[config.mk]
export PLATFORM = sky130hd
export DESIGN_NAME = mini_cpu_core_flat
export DESIGN_NICKNAME = d
export VERILOG_FILES = /design/src/rtl/mini_cpu_pkg.sv /design/src/rtl/mini_cpu_if.sv /design/src/rtl/mini_cpu_regfile.sv /design/src/rtl/mini_cpu_core.sv /design/src/flat_wrapper.sv
export SDC_FILE = /design/constraint.sdc
export NUM_CORES = 1
export LEC_CHECK = 0
export ABC_AREA = 1
export CAP_MARGIN = 40
export CORE_MARGIN = 1
export CORE_UTILIZATION = 54
export CTS_CLUSTER_DIAMETER = 40
export DETAILED_ROUTE_END_ITERATION = 10
export GPL_TIMING_DRIVEN = 0
export PLACE_DENSITY = 0.82
export SLEW_MARGIN = 20
export SYNTH_ARGS = -nofsm -noshare
export SYNTH_HDL_FRONTEND = slang
export SYNTH_HIERARCHICAL = 1
export SYNTH_SLANG_ARGS = --single-unit
[constraint.sdc]
create_clock -name clk -period 5.9 [get_ports clk]
set_clock_uncertainty 0.2 [all_clocks]
set_input_delay 1.77 -clock clk [delete_from_list [all_inputs] [get_ports clk]]
set_output_delay 1.77 -clock clk [all_outputs]
set_load 0.01 [all_outputs]
[src/rtl/mini_cpu_pkg.sv]
// Shared opcodes, FSM state encoding and the ALU helper for the mini CPU core.
// Define MINI_CPU_SAT_EN to clamp overflowing results instead of wrapping them.
package mini_cpu_pkg;

  localparam logic [2:0] OP_LOAD    = 3'd0;
  localparam logic [2:0] OP_ADD     = 3'd1;
  localparam logic [2:0] OP_ADDI    = 3'd2;
  localparam logic [2:0] OP_SUB     = 3'd3;
  localparam logic [2:0] OP_SUBI    = 3'd4;
  localparam logic [2:0] OP_MUL     = 3'd5;
  localparam logic [2:0] OP_CLEAR   = 3'd6;
  localparam logic [2:0] OP_DISPLAY = 3'd7;

  // Widest datapath the ALU helper supports; narrower cores zero-extend into it.
  localparam int MAX_W = 32;

  typedef enum logic [2:0] {
    S_INIT, S_IDLE, S_READ1, S_READ2, S_EXEC, S_WRITE, S_CLEAR, S_SHOW
  } state_t;

  typedef logic [MAX_W-1:0]   alu_word_t;
  typedef logic [2*MAX_W-1:0] alu_wide_t;

  // Returns {ovf, result}; result is already reduced to 'width' bits.
  function automatic logic [MAX_W:0] alu_exec(input logic [2:0] op,
                                              input alu_word_t a,
                                              input alu_word_t b,
                                              input int width);
    alu_wide_t full;
    alu_wide_t mask;
    logic      ovf;
    alu_word_t res;
    mask = (alu_wide_t'(1) << width) - alu_wide_t'(1);
    full = '0;
    ovf  = 1'b0;
    case (op)
      OP_ADD, OP_ADDI: begin
        full = alu_wide_t'(a) + alu_wide_t'(b);
        ovf  = |(full >> width);
      end
      OP_SUB, OP_SUBI: begin
        full = alu_wide_t'(a) - alu_wide_t'(b);
        ovf  = (a < b);
      end
      OP_MUL: begin
        full = alu_wide_t'(a) * alu_wide_t'(b);
        ovf  = |(full >> width);
      end
      default: begin
        full = '0;
        ovf  = 1'b0;
      end
    endcase
    res = alu_word_t'(full & mask);
`ifdef MINI_CPU_SAT_EN
    if (ovf) res = ((op == OP_SUB) || (op == OP_SUBI)) ? '0 : alu_word_t'(mask);
`endif
    return {ovf, res};
  endfunction

endpackage

[src/rtl/mini_cpu_if.sv]
// Instruction and display handshake bundle between the front end, the core and the LCD driver.
interface mini_cpu_if #(
  parameter int WIDTH = 16,
  parameter int DEPTH = 16,
  parameter int IMM_W = 7
);
  localparam int AW = $clog2(DEPTH);

  logic             instr_valid;
  logic             instr_ready;
  logic [2:0]       instr_op;
  logic [AW-1:0]    instr_dst;
  logic [AW-1:0]    instr_src1;
  logic [AW-1:0]    instr_src2;
  logic [IMM_W-1:0] instr_imm;
  logic             disp_valid;
  logic             disp_ready;
  logic [2:0]       disp_op;
  logic [AW-1:0]    disp_addr;
  logic [WIDTH-1:0] disp_data;

  modport master (
    output instr_valid, instr_op, instr_dst, instr_src1, instr_src2, instr_imm, disp_ready,
    input  instr_ready, disp_valid, disp_op, disp_addr, disp_data
  );

  modport slave (
    input  instr_valid, instr_op, instr_dst, instr_src1, instr_src2, instr_imm, disp_ready,
    output instr_ready, disp_valid, disp_op, disp_addr, disp_data
  );
endinterface

[src/rtl/mini_cpu_regfile.sv]
// DEPTH x WIDTH register file: one synchronous write port, one registered read port, no reset.
module mini_cpu_regfile #(
  parameter  int WIDTH = 16,
  parameter  int DEPTH = 16,
  localparam int AW    = $clog2(DEPTH)
) (
  input  logic             clk,
  input  logic             we,
  input  logic [AW-1:0]    waddr,
  input  logic [WIDTH-1:0] wdata,
  input  logic [AW-1:0]    raddr,
  output logic [WIDTH-1:0] rdata
);

  logic [WIDTH-1:0] mem [DEPTH];

  always_ff @(posedge clk) begin
    if (we) mem[waddr] <= wdata;
    rdata <= mem[raddr];
  end

endmodule

[src/rtl/mini_cpu_core.sv]
// Instruction-driven mini CPU core: multi-cycle FSM over a register file with a display handshake.
// Build option MINI_CPU_SAT_EN makes overflowing results saturate instead of wrap.
module mini_cpu_core
  import mini_cpu_pkg::*;
#(
  parameter  int WIDTH = 16,
  parameter  int DEPTH = 16,
  parameter  int IMM_W = 7,
  localparam int AW    = $clog2(DEPTH)
) (
  input  logic             clk,
  input  logic             rst_n,
  mini_cpu_if.slave        bus,
  output logic             busy,
  output logic             flag_ovf,
  output logic [WIDTH-1:0] last_result
);

  localparam logic [AW-1:0] LAST_ADDR = AW'(DEPTH - 1);

  state_t           state, next_state;
  logic [AW-1:0]    sweep_cnt;
  logic [2:0]       op_q;
  logic [AW-1:0]    dst_q, src1_q, src2_q;
  logic [IMM_W-1:0] imm_q;
  logic [WIDTH-1:0] op_a_q, result_q;

  logic             rf_we;
  logic [AW-1:0]    rf_waddr, rf_raddr;
  logic [WIDTH-1:0] rf_wdata, rf_rdata;

  logic             accept, two_src, sweep_done, alu_ovf;
  logic [WIDTH-1:0] imm_ext, alu_a, alu_b, alu_res, wr_value;
  logic [MAX_W:0]   alu_out;

  assign accept     = bus.instr_valid && (state == S_IDLE);
  assign two_src    = (op_q == OP_ADD) || (op_q == OP_SUB);
  assign sweep_done = (sweep_cnt == LAST_ADDR);
  assign imm_ext    = WIDTH'(imm_q);

  // For two-source ops the first operand was parked in READ2; the regfile now holds src2.
  assign alu_a    = two_src ? op_a_q : rf_rdata;
  assign alu_b    = two_src ? rf_rdata : imm_ext;
  assign alu_out  = alu_exec(op_q, alu_word_t'(alu_a), alu_word_t'(alu_b), WIDTH);
  assign alu_ovf  = alu_out[MAX_W];
  assign alu_res  = WIDTH'(alu_out[MAX_W-1:0]);
  assign wr_value = (op_q == OP_LOAD) ? imm_ext : result_q;

  mini_cpu_regfile #(.WIDTH(WIDTH), .DEPTH(DEPTH)) u_regfile (
    .clk   (clk),
    .we    (rf_we),
    .waddr (rf_waddr),
    .wdata (rf_wdata),
    .raddr (rf_raddr),
    .rdata (rf_rdata)
  );

  always_ff @(posedge clk or negedge rst_n) begin
    if (!rst_n) state <= S_INIT;
    else        state <= next_state;
  end

  always_comb begin
    next_state = state;
    case (state)
      S_INIT:  if (sweep_done) next_state = S_IDLE;
      S_IDLE: begin
        if (bus.instr_valid) begin
          case (bus.instr_op)
            OP_LOAD:  next_state = S_WRITE;
            OP_CLEAR: next_state = S_CLEAR;
            default:  next_state = S_READ1;
          endcase
        end
      end
      S_READ1: begin
        if (op_q == OP_DISPLAY) next_state = S_SHOW;
        else if (two_src)       next_state = S_READ2;
        else                    next_state = S_EXEC;
      end
      S_READ2: next_state = S_EXEC;
      S_EXEC:  next_state = S_WRITE;
      S_WRITE: next_state = S_SHOW;
      S_CLEAR: if (sweep_done) next_state = S_SHOW;
      S_SHOW:  if (bus.disp_ready) next_state = S_IDLE;
      default: next_state = S_INIT;
    endcase
  end

  // Display fields are forced to zero outside SHOW so reset and idle present a clean bus.
  always_comb begin
    bus.instr_ready = 1'b0;
    bus.disp_valid  = 1'b0;
    bus.disp_op     = 3'd0;
    bus.disp_addr   = '0;
    bus.disp_data   = '0;
    busy            = rst_n && (state != S_IDLE);
    rf_we           = 1'b0;
    rf_waddr        = sweep_cnt;
    rf_wdata        = '0;
    rf_raddr        = (state == S_READ2) ? src2_q : src1_q;
    case (state)
      S_INIT, S_CLEAR: rf_we = 1'b1;
      S_IDLE:          bus.instr_ready = 1'b1;
      S_WRITE: begin
        rf_we    = 1'b1;
        rf_waddr = dst_q;
        rf_wdata = wr_value;
      end
      S_SHOW: begin
        bus.disp_valid = 1'b1;
        bus.disp_op    = op_q;
        if (op_q == OP_DISPLAY) begin
          bus.disp_addr = src1_q;
          bus.disp_data = rf_rdata;
        end else begin
          bus.disp_addr = dst_q;
          bus.disp_data = result_q;
        end
      end
      default: ;
    endcase
  end

  always_ff @(posedge clk or negedge rst_n) begin
    if (!rst_n) begin
      sweep_cnt   <= '0;
      op_q        <= 3'd0;
      dst_q       <= '0;
      src1_q      <= '0;
      src2_q      <= '0;
      imm_q       <= '0;
      op_a_q      <= '0;
      result_q    <= '0;
      flag_ovf    <= 1'b0;
      last_result <= '0;
    end else begin
      if ((state == S_INIT) || (state == S_CLEAR)) sweep_cnt <= sweep_cnt + 1'b1;
      if (accept) begin
        op_q   <= bus.instr_op;
        dst_q  <= bus.instr_dst;
        src1_q <= bus.instr_src1;
        src2_q <= bus.instr_src2;
        imm_q  <= bus.instr_imm;
        if ((bus.instr_op == OP_LOAD) || (bus.instr_op == OP_CLEAR)) flag_ovf <= 1'b0;
        if (bus.instr_op == OP_CLEAR) begin
          last_result <= '0;
          result_q    <= '0;
        end
      end
      if (state == S_READ2) op_a_q <= rf_rdata;
      if (state == S_EXEC) begin
        result_q <= alu_res;
        flag_ovf <= alu_ovf;
      end
      if (state == S_WRITE) begin
        result_q    <= wr_value;
        last_result <= wr_value;
      end
    end
  end

endmodule

[src/flat_wrapper.sv]
// flat-port wrapper written by rule: the top's interface ports become plain ports
module mini_cpu_core_flat import mini_cpu_pkg::*;
#(
  parameter  int WIDTH = 16,
  parameter  int DEPTH = 16,
  parameter  int IMM_W = 7,
  localparam int AW    = $clog2(DEPTH)
)
  (clk, rst_n, busy, flag_ovf, last_result, bus_instr_valid, bus_instr_op, bus_instr_dst, bus_instr_src1, bus_instr_src2, bus_instr_imm, bus_disp_ready, bus_instr_ready, bus_disp_valid, bus_disp_op, bus_disp_addr, bus_disp_data);
  mini_cpu_if #(.WIDTH(WIDTH), .DEPTH(DEPTH), .IMM_W(IMM_W)) bus_i ();
  input  logic clk;
  input  logic rst_n;
  output logic busy;
  output logic flag_ovf;
  output logic [WIDTH-1:0] last_result;
  input wire logic [$bits(bus_i.instr_valid)-1:0] bus_instr_valid;
  input wire logic [$bits(bus_i.instr_op)-1:0] bus_instr_op;
  input wire logic [$bits(bus_i.instr_dst)-1:0] bus_instr_dst;
  input wire logic [$bits(bus_i.instr_src1)-1:0] bus_instr_src1;
  input wire logic [$bits(bus_i.instr_src2)-1:0] bus_instr_src2;
  input wire logic [$bits(bus_i.instr_imm)-1:0] bus_instr_imm;
  input wire logic [$bits(bus_i.disp_ready)-1:0] bus_disp_ready;
  output wire logic [$bits(bus_i.instr_ready)-1:0] bus_instr_ready;
  output wire logic [$bits(bus_i.disp_valid)-1:0] bus_disp_valid;
  output wire logic [$bits(bus_i.disp_op)-1:0] bus_disp_op;
  output wire logic [$bits(bus_i.disp_addr)-1:0] bus_disp_addr;
  output wire logic [$bits(bus_i.disp_data)-1:0] bus_disp_data;
  assign bus_i.instr_valid = bus_instr_valid;
  assign bus_i.instr_op = bus_instr_op;
  assign bus_i.instr_dst = bus_instr_dst;
  assign bus_i.instr_src1 = bus_instr_src1;
  assign bus_i.instr_src2 = bus_instr_src2;
  assign bus_i.instr_imm = bus_instr_imm;
  assign bus_i.disp_ready = bus_disp_ready;
  assign bus_instr_ready = bus_i.instr_ready;
  assign bus_disp_valid = bus_i.disp_valid;
  assign bus_disp_op = bus_i.disp_op;
  assign bus_disp_addr = bus_i.disp_addr;
  assign bus_disp_data = bus_i.disp_data;
  mini_cpu_core #(.WIDTH(WIDTH), .DEPTH(DEPTH), .IMM_W(IMM_W)) u_core (.clk(clk), .rst_n(rst_n), .bus(bus_i), .busy(busy), .flag_ovf(flag_ovf), .last_result(last_result));
endmodule
# After elaboration in Yosys (flattened, before gate mapping)
# Memories as Yosys holds them, arrays and structs flattened. A register that Yosys moved wholly into a read port is not among the register bits.
# Index checks and enable logic that the tools add are counted.
word_totals:
  latch_bits: 0
  romBits: 0
  in_bits: 26
  word_cells: 94
  n_memories: 1
  register_bits: 78
  ram_bits: 256
  output_inout_bits: 43
mem_list:
  columns: ["memory", "depth", "word_bits", "rd", "rd_clocked_by_memory_dff", "write_ports", "line_no", "rtl"]
  rows:
  - ["u_core.u_regfile.mem", 16, 16, 1, 1, 1, "mini_cpu_regfile.sv:15", "logic [WIDTH-1:0] mem [DEPTH];"]
op_classes:
  n_mux: 34
  magnitude_cmp: 1
  shifts: 0
  n_bitwise: 0
  n_reduce_logical: 23
  mul: 1
  n_addsub: 3
  eq_ne: 20
  div: 0
op_table:
  columns: ["op", "n"]
  rows:
  - ["2-to-1 mux 16 bit", 11]
  - ["case mux 16 bit (3 select lines)", 1]
  - ["OR reduction 48 bit", 1]
  - ["multiplier 16 x 16 -> 32 bit", 1]
  - ["equality test 3 bit (second input constant)", 8]
  - ["case mux 3 bit (8 select lines)", 1]
  - ["2-to-1 mux 3 bit", 7]
  - ["adder 16 x 16 -> 17 bit", 1]
  - ["< comparator 16 bit", 1]
  - ["2-to-1 mux 4 bit", 4]
  - ["OR reduction 16 bit", 1]
  - ["subtractor 16 bit", 1]
  - ["equality test 3 x 2 -> 1 bit (second input constant)", 4]
  - ["logical NOT 3 bit", 3]
  - ["2-to-1 mux 1 bit", 8]
  - ["nonzero test 2 bit", 4]
  - ["equality test 3 x 1 -> 1 bit (second input constant)", 2]
  - ["case mux 3 bit (2 select lines)", 1]
  - ["AND reduction 2 bit", 3]
  - ["nonzero test 3 bit", 2]
  - ["adder 4 x 1 -> 4 bit (second input constant)", 1]
  - ["equality test 4 bit (second input constant)", 1]
  - ["!= test 2 x 1 -> 1 bit (second input constant)", 2]
  - ["!= test 2 bit (second input constant)", 2]
  - ["other kinds (7)", 11]

# Logic depth before layout (Yosys ltp)
depth:
  word_depth: 7
  mapped_depth: 40
  depth_no_buf: 38

# Modules after synthesis
# The synthesis kept the hierarchy.
modules_own_cells:
  columns: ["module", "cells_each", "n_inst", "area_each_um2", "seq_area_each_um2"]
  rows:
  - ["mini_cpu_core", 2087, 1, 14856.7, 1951.9]
  - ["mini_cpu_regfile", 1074, 1, 11380.9, 8007.7]

# Worst setup path before layout
# Ideal clock, no wire load.
synth_timing:
  path_type: "reg-to-reg"
  from: "reg u_core.op_q[2]"
  to: "reg u_core.flag_ovf"
  arrival_time_ns: 6.068
  path_slack_ns: -0.490
  path_buffers: 3
  required_ns: 5.578
  synth_period_minus_slack_ns: 6.390
  setup_ns: 0.122
  stages_incl_launch_ff: 36
  cell_sequence: "dfrtp_1 > buf_4 > nor2_8 > inv_2 > buf_4 > buf_2 > a21oi_1 > inv_1 > ha_1 > fa_1 > inv_1 > fa_1 > inv_1 > fa_1 > fa_1 > fa_1 > inv_1 > fa_1 > inv_1 > ha_1 > nand2_2 > inv_1 > a21oi_1 > nand3_2 > nand2_1 > nand3_1 > nand2_1 > nand2_1 > nor2_1 > nand2_1 > nor2_1 > nand2_1 > nand2_1 > nand2_1 > nand2_1 > nand2_1"
synth_between:
  elab_chain_len: 7
  word_cells_on_any_way: 17
  cone_classes: "add/sub (1); mul (1); order compare (1); eq/ne (5); mux (4); reduce/logical (5)"
synth_rtl:
  columns: ["element", "line_no", "rtl"]
  rows:
  - ["from (decl)", "mini_cpu_core.sv:23", "logic [2:0] op_q;"]
  - ["from (signal assigned)", "mini_cpu_core.sv:140", "op_q <= bus.instr_op;"]
  - ["equality test 3 x 1 -> 1 bit / equality test 3 x 2 -> 1 bit (equally long branches)", "mini_cpu_pkg.sv:36, mini_cpu_core.sv:37", null]
  - ["logical OR 1 bit", "mini_cpu_core.sv:37", "assign two_src = (op_q == OP_ADD) || (op_q == OP_SUB);"]
  - ["2-to-1 mux 16 bit, on equally long branches", "mini_cpu_core.sv:42, mini_cpu_core.sv:43", null]
  - ["multiplier 16 x 16 -> 32 bit / adder 16 x 16 -> 17 bit (equally long branches)", "mini_cpu_pkg.sv:46, mini_cpu_pkg.sv:38", null]
  - ["OR reduction 16 bit / OR reduction 48 bit (equally long branches)", "mini_cpu_pkg.sv:47, mini_cpu_pkg.sv:39", null]
  - ["case mux 1 bit (3 select lines) (*)", "mini_cpu_pkg.sv:36", "case (op)"]
  - ["2-to-1 mux 1 bit (*)", "mini_cpu_core.sv:152", "if (state == S_EXEC) begin"]
  - ["to (signal assigned)", "mini_cpu_core.sv:154", "flag_ovf <= alu_ovf;"]
  - ["to (decl)", "mini_cpu_core.sv:15", "output logic flag_ovf,"]
# Mark *: on every way between the ends. The rest lies on a longest branch, timed or not.
# A chain may end at the register's enable or synchronous reset.

# Worst setup path after layout
# Same ends and word-level chain as after synthesis.

==> results.yml <==
logic_synthesis:
  synth_xor_area_share_pct: 0.401
  synth_top_area_share_pct: 29.3
  synth_cells: 3161
  ys.flop_type: "edfxtp_1"
  synth_simple_gate_area_share_pct: 23.7
  netlist_area_um2: 26200
  yosysWarningCount: 6
  ys_types: 55
  muxShareOfSynthArea_pct: 0
  synth.top_cells.by_area: "edfxtp_1, fa_1, nand2_1, inv_1, dfrtp_1"
  synth_fa_ha_area_share_pct: 21.5
  synth_top_family_by_area: "simple AND/OR/NAND/NOR gates"
  syn-num-nets: 3520
  ys_seq_area_share_pct: 38.0
  async_flop_share_pct: 22.3
  ys_seq_elements: 350
  synth_area_leader_cell: "edfxtp_1"
  synth-compound-area-share_pct: 5.00
  postSynthAreaPerCell_um2: 8.30
  synth_edf_count: 256
setup_path:
  cp_max_fo: 7
  arrival_ps: 7080
  cpMostUsedCell: "fa_1"
  r2r_end: "u_core/flag_ovf"
  r2r-start: "u_core/op_q[2]"
  r2r_setup_slack_ps: -970
  slowest_delay_ps: 610
  worstSetupStartpoint: "u_core/op_q[2]"
  critPathSlowestCell: "fa_1"
  critPathRequiredTime_ps: 6110
  critPathKind: "reg -> reg"
  rr_worst_depth: 31
  cp-end-kind: "flip-flop"
  crit_path_start_kind: "flip-flop"
floorplanning:
  initial_utilization_pct: 54.8
  rows: 80
  core_um2: 47800
  fp.dieArea_um2: 49500
  fp.dieW_um: 222
  io_pins: 69
  die_h_um: 222
sta:
  slew_violations: 0
  period_needed_ps: 6870
  fmax_mhz: 146
  max_slew.worst_pin.slew_ps: 842
  setup_ws_ps: -968
  slew_headroom_pct: 43.9
  setup_violations: 9
  fin_tns_setup_ps: -4260
  period_share_pct: 116
  final_hold_viol_count: 0
  rsz0062_at_grt: "true"
placement:
  place_congestion: 1.02
  io_buffer_count: 68
  dpl.hpwl_mm: 63.5
clock_network:
  htree_levels: 2
  clkLatencyLatePin_ps: 550
  clk_pin_slew_ps: 60
  cts_tree: "built"
  cts-root-buf: "clkbuf_16"
  holdBufCountCts: 0
  cts_sinks: 350
  clockBufferDepth: 3
  cts_made_buffers: 37
route:
  drt_iter0_markers: 2933
  via_count: 23161
  drc: 0
  wl_mm: 83.9
  viasPerCell: 5.73
  wl_per_cell_um: 20.7
  drtAntennaViolNets: 0
  dr.pass1.iters: 6
cells_and_area:
  fin_util_pct: 65.7
  final_common_cell: "nand2_1"
  synthToLayoutAreaGrowth_pct: 19.8
  nFillCells: 3652
  drive_above_1_share_pct: 15.3
  final_nets: 3759
  final_cell_mix: "nand2_1, inv_1, nand3_1"
  n_antenna_cell: 0
grt:
  overflow: 0
  antenna_found_initial: 0
  track_usage_pct: 34.2
  grt_pass1_vias: 22723
  grt_max_degree: 55
  grt_pass1_wl_mm: 127
run_status:
  failed_checks: "negative setup slack"
  outcome: "finished with violations"
run:
  maxCapViolCount: 0
hold_path:
  hold_depth: 2
  hold_start: "u_core/src2_q[1]"
  hold_end: "u_core/src2_q[1]"
  hold_class: "reg -> reg"
-- critical path: cells and delay by family (launching register included) --
family | cells | cell delay (ps)
adders and majority gates | 8 | 3550
DFF | 1 | 450
and+or+nand+nor | 16 | 1850
buffers and inverters | 7 | 680
-- metal layers --
| layer | part of all wire [%] | GRT usage (%) | vias up |
|---|---|---|---|
| li1 | - | - | 10302 |
| met1 | 38 | 47.3 | 11064 |
| met2 | 42 | 49.8 | 1549 |
| met3 | 15 | 10.0 | 246 |
| met4 | 4.9 | 15.1 | 0 |
| met5 | 0 | 0 | - |
-- how the worst max path moves through the flow --
stage / depth (start not counted) / to / slack, ps
2_1_floorplan: 37 / u_core/flag_ovf / -90
4_1_cts: 36 / u_core/flag_ovf / -890
5_1_grt: 38 / u_core/flag_ovf / -1170
6_report: 31 / u_core/flag_ovf / -970
3_3_place_gp: 4 / busy / -2090
3_5_place_dp: 34 / u_core/flag_ovf / -1420
-- flip-flops by register name, indices dropped and copies added, names as in the netlist --
register	cells
u_core/imm_q	7
u_core/op_a_q	16
u_core/state	3
u_core/result_q	16
u_core/u_regfile/rdata	16
u_core/src2_q	4
u_core/sweep_cnt	4
u_core/last_result	16
u_core/dst_q	4
u_core/src1_q	4
u_core/u_regfile/mem	256
u_core/op_q	3
u_core/flag_ovf	1
-- what timing repair did --
action	4_1_cts	5_1_grt
gates resized for setup	132	43
pin swaps	67	44
endpoints found under the setup margin	9	10
buffers inserted	83	13
cloned	1	1
-- cell type report --
type | instances | area [um2] | share of cell area (%)
multi-input cells | 2053 | 14300 | 45.6
flip-flops and latches | 350 | 9960 | 31.7
inverters | 668 | 2560 | 8.14
repair buffers | 201 | 1980 | 6.28
clock buffers | 45 | 1020 | 3.24
well taps | 615 | 769 | 2.45
plain buffers | 89 | 578 | 1.84
clock inverters | 22 | 235 | 0.748
-- cells in the mapped netlist, drive strengths merged (2+ instances only) --
master / n
nor2: 238
or2: 6
clkinv: 4
o211ai: 4
nand3: 294
o311ai: 3
a2111oi: 2
nor3: 24
buf: 65
ha: 137
fa: 196
xor2: 8
dfrtp: 78
o21a: 2
a31o: 2
xnor2: 4
inv: 664
a21o: 5
o21ai: 98
nand2: 903
a211oi: 3
dfxtp: 16
a31oi: 2
o21bai: 3
nand3b: 4
a21oi: 96
clkbuf: 25
nand4: 9
o221ai: 3
edfxtp: 256
-- stage by stage --
stage | hold WS, ps | setup slack, ps | std cells | area [um2]
6_report | 277 | -968 | 4043 | 31400
5_1_grt | 292 | -1170 | 4043 | 31400
3_5_place_dp | 261 | -1420 | 3879 | 28700
3_3_place_gp | 255 | -2090 | 3844 | 28200
2_1_floorplan | 242 | -94.5 | 3161 | 26700
4_1_cts | 275 | -891 | 4030 | 31200
-- logic make-up (layout without fill, tap and decap cells) --
group | Yosys count | count (layout)
AO/OA/AOI/OAI | 228 | 228
XOR/XNOR | 12 | 12
adder cells (fa/ha/maj) | 333 | 333
buffers and inverters | 758 | 1025
flip-flops | 350 | 350
AND/OR/NAND/NOR | 1480 | 1480
Power is not shown: default switching activity piles up to over one toggle a cycle in this logic, so the estimate is an artifact.
